[config.mk]
export PLATFORM = sky130hd
export DESIGN_NAME = inst_queue
export DESIGN_NICKNAME = d
export VERILOG_FILES = /design/src/rtl/inst_queue.sv
export SDC_FILE = /design/constraint.sdc
export NUM_CORES = 2
export LEC_CHECK = 0
export ABC_AREA = 0
export CORE_UTILIZATION = 45
export CTS_BUF_LIST = sky130_fd_sc_hd__clkbuf_16
export CTS_CLUSTER_DIAMETER = 100
export CTS_CLUSTER_SIZE = 10
export DETAILED_ROUTE_END_ITERATION = 8
export PLACE_DENSITY = 0.61
export SLEW_MARGIN = 20
export SYNTH_ARGS = -nofsm -noshare
export SYNTH_HDL_FRONTEND = slang
export SYNTH_SLANG_ARGS = --single-unit
[constraint.sdc]
create_clock -name clk -period 9 [get_ports clk]
set_input_delay 1.8 -clock clk [delete_from_list [all_inputs] [get_ports clk]]
set_output_delay 1.8 -clock clk [all_outputs]
set_load 0.01 [all_outputs]
[src/rtl/inst_queue.sv]
// Fetch-to-decode instruction queue: compacts up to IN_W fetched (PC, IR) pairs per cycle
// into a circular buffer and presents the OUT_W oldest entries to decode.
module inst_queue #(
   parameter int DEPTH  = 16,
   parameter int IN_W   = 2,
   parameter int OUT_W  = 2,
   parameter int DATA_W = 32
) (
   input  logic                           clk,
   input  logic                           rst,
   input  logic [IN_W-1:0][DATA_W-1:0]    i_PC,
   input  logic [IN_W-1:0][DATA_W-1:0]    i_IR,
   input  logic [IN_W-1:0]                i_is_valid,
   input  logic                           flush_BR,
   input  logic [$clog2(OUT_W+1)-1:0]     i_usingNUM,
   output logic [OUT_W-1:0][DATA_W-1:0]   o_PC,
   output logic [OUT_W-1:0][DATA_W-1:0]   o_IR,
   output logic [OUT_W-1:0]               o_is_valid,
   output logic [$clog2(DEPTH+1)-1:0]     o_count,
   output logic                           o_is_full
);

   localparam int PTR_W = $clog2(DEPTH);
   localparam int CNT_W = $clog2(DEPTH+1);

   logic [DATA_W-1:0] r_pc_mem [DEPTH];
   logic [DATA_W-1:0] r_ir_mem [DEPTH];
   logic [PTR_W-1:0]  r_head;
   logic [PTR_W-1:0]  r_tail;
   logic [CNT_W-1:0]  r_count;

   logic [PTR_W-1:0]  w_offset [IN_W];
   logic [CNT_W-1:0]  w_n_in;
   logic [CNT_W-1:0]  w_n_out;
   logic [CNT_W-1:0]  w_free;
   logic              w_push_ok;

   // Each valid slot lands at tail plus the number of valid slots below it.
   // NOTE: blocking assignments here build a running sum within one evaluation.
   always_comb begin
      w_n_in = '0;
      for (int i = 0; i < IN_W; i++) begin
         w_offset[i] = w_n_in[PTR_W-1:0];
         w_n_in      = w_n_in + CNT_W'(i_is_valid[i]);
      end
   end

   always_comb begin
      w_n_out = CNT_W'(i_usingNUM);
      if (r_count < w_n_out)
         w_n_out = r_count;
      if (CNT_W'(OUT_W) < w_n_out)
         w_n_out = CNT_W'(OUT_W);
   end

   assign w_free    = CNT_W'(DEPTH) - r_count;
   assign o_is_full = (w_free < CNT_W'(IN_W));
   assign w_push_ok = !flush_BR && !o_is_full;
   assign o_count   = r_count;

   // NOTE: control state takes non-blocking updates so every reader sees pre-edge values.
   always_ff @(posedge clk) begin
      if (rst || flush_BR) begin
         r_head  <= '0;
         r_tail  <= '0;
         r_count <= '0;
      end else begin
         r_head <= r_head + w_n_out[PTR_W-1:0];
         if (w_push_ok) begin
            r_tail  <= r_tail + w_n_in[PTR_W-1:0];
            r_count <= r_count + w_n_in - w_n_out;
         end else begin
            r_count <= r_count - w_n_out;
         end
      end
   end

   // NOTE: storage has no reset; entries are only observable once counted as occupied.
   always_ff @(posedge clk) begin
      if (w_push_ok) begin
         for (int i = 0; i < IN_W; i++) begin
            if (i_is_valid[i]) begin
               r_pc_mem[r_tail + w_offset[i]] <= i_PC[i];
               r_ir_mem[r_tail + w_offset[i]] <= i_IR[i];
            end
         end
      end
   end

   for (genvar k = 0; k < OUT_W; k++) begin : g_out
      logic [PTR_W-1:0] w_rd_idx;
      assign w_rd_idx      = r_head + PTR_W'(k);
      assign o_is_valid[k] = (CNT_W'(k) < r_count);
      assign o_PC[k]       = o_is_valid[k] ? r_pc_mem[w_rd_idx] : '0;
      assign o_IR[k]       = o_is_valid[k] ? r_ir_mem[w_rd_idx] : '0;
   end

endmodule

Word-level counts from Yosys, hierarchy flattened
Memories as Yosys holds them, arrays and structs flattened. A register that Yosys moved wholly into a read port is not among the register bits.
Index checks and enable logic that the tools add are counted.
Widths: inputs -> output; s select.
- flip-flop bits (word level): 13
- RAM bits: 1024
- input bits: 135
- output and inout port bits: 136
- word-level logic and storage cells: 38
- memories kept: 2
- memory list (name ; depth ; width ; rd ports ; clocked after memory_dff ; wr ports ; line ; RTL):
    r_ir_mem ; 16 ; 32 ; 2 ; 1 ; 2 ; 27 ; logic [DATA_W-1:0] r_ir_mem [DEPTH];
    r_pc_mem ; 16 ; 32 ; 2 ; 1 ; 2 ; 26 ; logic [DATA_W-1:0] r_pc_mem [DEPTH];
- add/sub/neg operators: 9
- magnitude comparators: 5
- multiplexer cells: 15
- reduce and logical (&&, ||, !) cells: 4
- operators with widths (operator ; count):
    $mux 32 ; 4
    $mux 5 ; 3
    $lt 1x5->1 const A ; 2
    $sub 5x5->5 ; 2
    $mux 4 ; 2
    $mux 1 ; 6
    $add 5x2->5 ; 1
    $lt 2x5->1 const A ; 1
    $lt 5x2->1 ; 1
    $lt 5x2->1 const B ; 1
    $sub 5x5->5 const A ; 1
    $add 4x1->4 ; 1
    $add 4x1->4 const B ; 1
    $add 4x2->4 ; 1
    $add 4x4->4 ; 1
    $add 1x1->2 ; 1
    $logic_not 1->1 ; 2
    $logic_and 1x1->1 ; 1
    $logic_or 1x1->1 ; 1

Logic depth before layout (Yosys ltp)
- depth in word-level cells: 6
- gate-level depth with buffers: 16

Least setup slack after synthesis
No wires, ideal clock.
- path kind: input-to-reg
- from: input port flush_BR
- to: memory r_ir_mem[9][0], enable pin
- setup time: 0.581 ns
- arrival time: 7.042 ns
- data required time: 8.419 ns
- slack: 1.377 ns
- cell stages on the path: 4
- path buffers: 1
- cells stage by stage: clkbuf_1 nor2b_1 nand3_1 o31ai_1
- RTL lines (item ; line ; RTL):
    start, declared ; 14 ; input logic flush_BR,
    end, declared ; 27 ;

==> summary.txt <==
Clocking
  – CTS tree: yes
  – CTS resizes: 0
  – Root buffer cell: clkbuf_16
  – Setup Fix Bufs, Post-CTS: 0
  – Clk buf depth: 3
  – Clk sink count: between 1000 and 1500
  – Hold_buf cts: 0
  – CTS clk-pin slew, worst paths: about 0.060 ns
  – Worst-skew pair later-pin latency: between 0.7 and 0.8 ns
  – CTS buffer count: between 100 and 150
  – Htree depth: 3

Synth
  – Post-synthesis sequential area ratio: about half
  – Count of flip-flops with a built-in enable after synthesis: around 1000
  – Syn Area/Cell: ~15 um^2
  – Synth cell types: 46
  – Largest area contributor in the netlist: edfxtp_1
  – Seq cells post-synth: 1037
  – Top-area cell type share of the netlist area: 51.47%
  – Syn. warnings: 0
  – Syn Std Cell Area: 0.05974 mm^2
  – Ys flop type: edfxtp_1
  – Post-synthesis cell count: 3966
  – Synth area leaders: edfxtp_1 51%, mux4_2 19%, o2bb2ai_1 15%, mux2i_1 4.4%, buf_2 2.3%
  – Async set or reset register ratio after synthesis: 0%

Drt
  – Via density: 7.418
  – WL final: roughly 220000 um
  – DR iter-0 viols: roughly 6700
  – Final ANT Viol Nets: 0
  – DRT Pass-1 Iters: 6
  – Via count: ~42000
  – Drt wl/cell: around 38 um
  – Post-route DRC: 0

Timing
  – Slew headroom: about 20%
  – Period Utilization, post-route: 78.81%
  – Clock skew: 0.03819 ns
  – Hold Vio Cnt, Final: 0
  – Final setup violation count: 0
  – Pin slew with the least headroom to its limit: 1.201 ns
  – Fin crit period: 7.093 ns
  – FMAX: 141.0 MHz
  – RSZ-0062 raised after global routing: false
  – Sum Neg Setup Slack: 0 ns
  – Fin. max-slew vios: 0

Worst setup path
  – Buf/Inv on CP: 3
  – Crit path required time: 7.20 ns
  – CP Cell Sequence: buf_4 -> buf_4 -> mux4_2 -> mux2i_1 -> o22ai_1 -> clkdlybuf4s50_1
  – Type of origin of the critical path: flip-flop
  – Most used cell, CP: buf_4
  – Critical Path AT: 5.29 ns
  – Maximum single-stage delay on the critical path: 0.94 ns
  – Stages on the worst setup path: 6
  – Crit path kind: flip-flop to primary output
  – Crit path max-delay family: buffers and inverters
  – FF-to-FF path depth: 9
  – Crit. End Element: primary output
  – Critical Path Fanout Max: 66
  – CP max-delay cell: buf_4

Floorplanning
  – Chip height: approximately 370 um
  – IO Pins: between 200 and 300
  – Die Footprint: ~0.13 mm^2
  – Initial core utilization: 45.39%
  – Die span in x: around 370 um
  – Core Area: 0.1316 mm^2
  – # rows: roughly 130

Power and ir drop
  – PD cells: ~250 mW/mm^2
  – Peak supply drop: roughly 0.35 mV
  – Leakage power total: ~20 nW

GRT
  – First-pass GRT wire length: 305800 um
  – Largest net degree at the start of global routing: about 130
  – Vias in the first global route: 41330
  – Initial antenna violation count: 16
  – Overflow after GRT: 0
  – Total track usage: about a third

Layout
  – Layout fillers: 10930
  – Post-Layout Cell Count: about 5700
  – Layout cells sized above 1: 20.02%
  – Area of the multi-input gates: 0.02662 mm^2
  – Total Nets Final: around 4000
  – Commonest non-fill, non-tap cells in the layout: 1024 x o2bb2ai_1, 1024 x edfxtp_1, 512 x mux4_2, 275 x nand2_1, 270 x clkdlybuf4s50_1
  – Area delta synth->final: 11.33%
  – Total area of sequential cells: between 0.03 and 0.04 mm^2

Placement
  – PortBufs: between 200 and 300
  – Placed cell count: 5519
  – Routability cong.: just over 0.8
  – DP HPWL: roughly 120000 um

Min path
  – Hold Path Class: flip-flop to flip-flop
  – Hold depth: 2

Status
  – Status: finished, final reports clean

Job
  – Max_cap viols: 0
synthesized netlist by cell type (8+ instances only):
library cell and number:
o22ai_1 129, nand2_1 281, inv_1 15, nand3_1 22, ha_1 22, o21ai_1 8, buf_4 35, buf_1 87
a21oi_1 12, clkbuf_1 165, nand2b_1 10, edfxtp_1 1024, dfxtp_1 13, o2bb2ai_1 1024, mux2i_1 260, o21ai_0 8
nor2_1 11, buf_2 271, mux4_2 512
worst register-to-register path, stage by stage (launching register included):
cell and delay [ns]:
dfxtp_1 0.53, inv_1 0.15, ha_1 0.22, nand2b_1 0.07, o22ai_1 0.11, nand3b_4 0.56, inv_2 0.43, or4_4 0.70
o21ai_4 0.91, buf_12 0.50
power breakdown:
part / internal [mW] / switching, mW / leakage [nW] / total (mW)
registers: 5.56 / 0.168 / 9.36 / 5.73
clock network: 2.23 / 1.93 / 1.51 / 4.16
logic: 2.85 / 3.72 / 9.07 / 6.57
worst paths after layout:
kind,slack [ns],from,to
max,1.91,r_head[0],o_PC[30]
min,0.56,r_tail[0],r_tail[0]
max reg2reg,4.37,o_count[1],r_pc_mem[10][3]
min reg2reg,0.56,r_tail[0],r_tail[0]
stage by stage:
stage / power (mW) / hold slack (ns) / instance area [um^2] / utilization (%) / worst slack (ns)
final: 16.45 / 0.5567 / 66510 / 50.53 / 1.907
after floorplan: 9.660 / 0.5020 / 59750 / - / 1.377
after global placement: 12.31 / 0.5369 / 63370 / 48.14 / 2.478
after global routing: 16.93 / 0.5769 / 66510 / 50.53 / 1.555
after CTS: 16.44 / 0.5519 / 66440 / 50.48 / 1.749
after detailed placement: 12.34 / 0.5433 / 63420 / 48.18 / 2.572
registers in the layout (all words and copies together), names as in the netlist:
name	cells
r_ir_mem	512
r_head	4
o_count	5
r_pc_mem	512
r_tail	4
kinds of logic (layout without fill, tap and decap cells):
group	Yosys count	after routing	synth area share [%]
AO/OA/AOI/OAI	1195	1195	16.78
XOR/XNOR	9	9	0.1319
adder cells (fa/ha/maj)	28	28	0.6618
buffers and inverters	574	503	4.394
flip-flops	1037	1037	51.90
multiplexers	773	773	23.68
other	2	7	0.01257
AND/OR/NAND/NOR	348	348	2.436
area by class of cell:
cell class | instances | share of cell area, %
tap | 1755 | 3.302
timing repair buffer | 356 | 5.386
antenna | 3 | 0.01129
clock buffer | 114 | 4.289
sequential | 1037 | 46.64
multi-input combinational | 2357 | 40.03
inverter | 16 | 0.09030
clock inverter | 17 | 0.2502
per-layer routing:
metal	share of wire (%)	vias to the layer above	wire length [um]	global-route usage, %
li1	-	16640	-	-
met1	37	21750	81320	42.88
met2	47	3039	102300	50.87
met3	12	493	26080	7.400
met4	3.6	22	7820	11.10
met5	0.064	-	140	0
(Power assumes the default switching activity.)
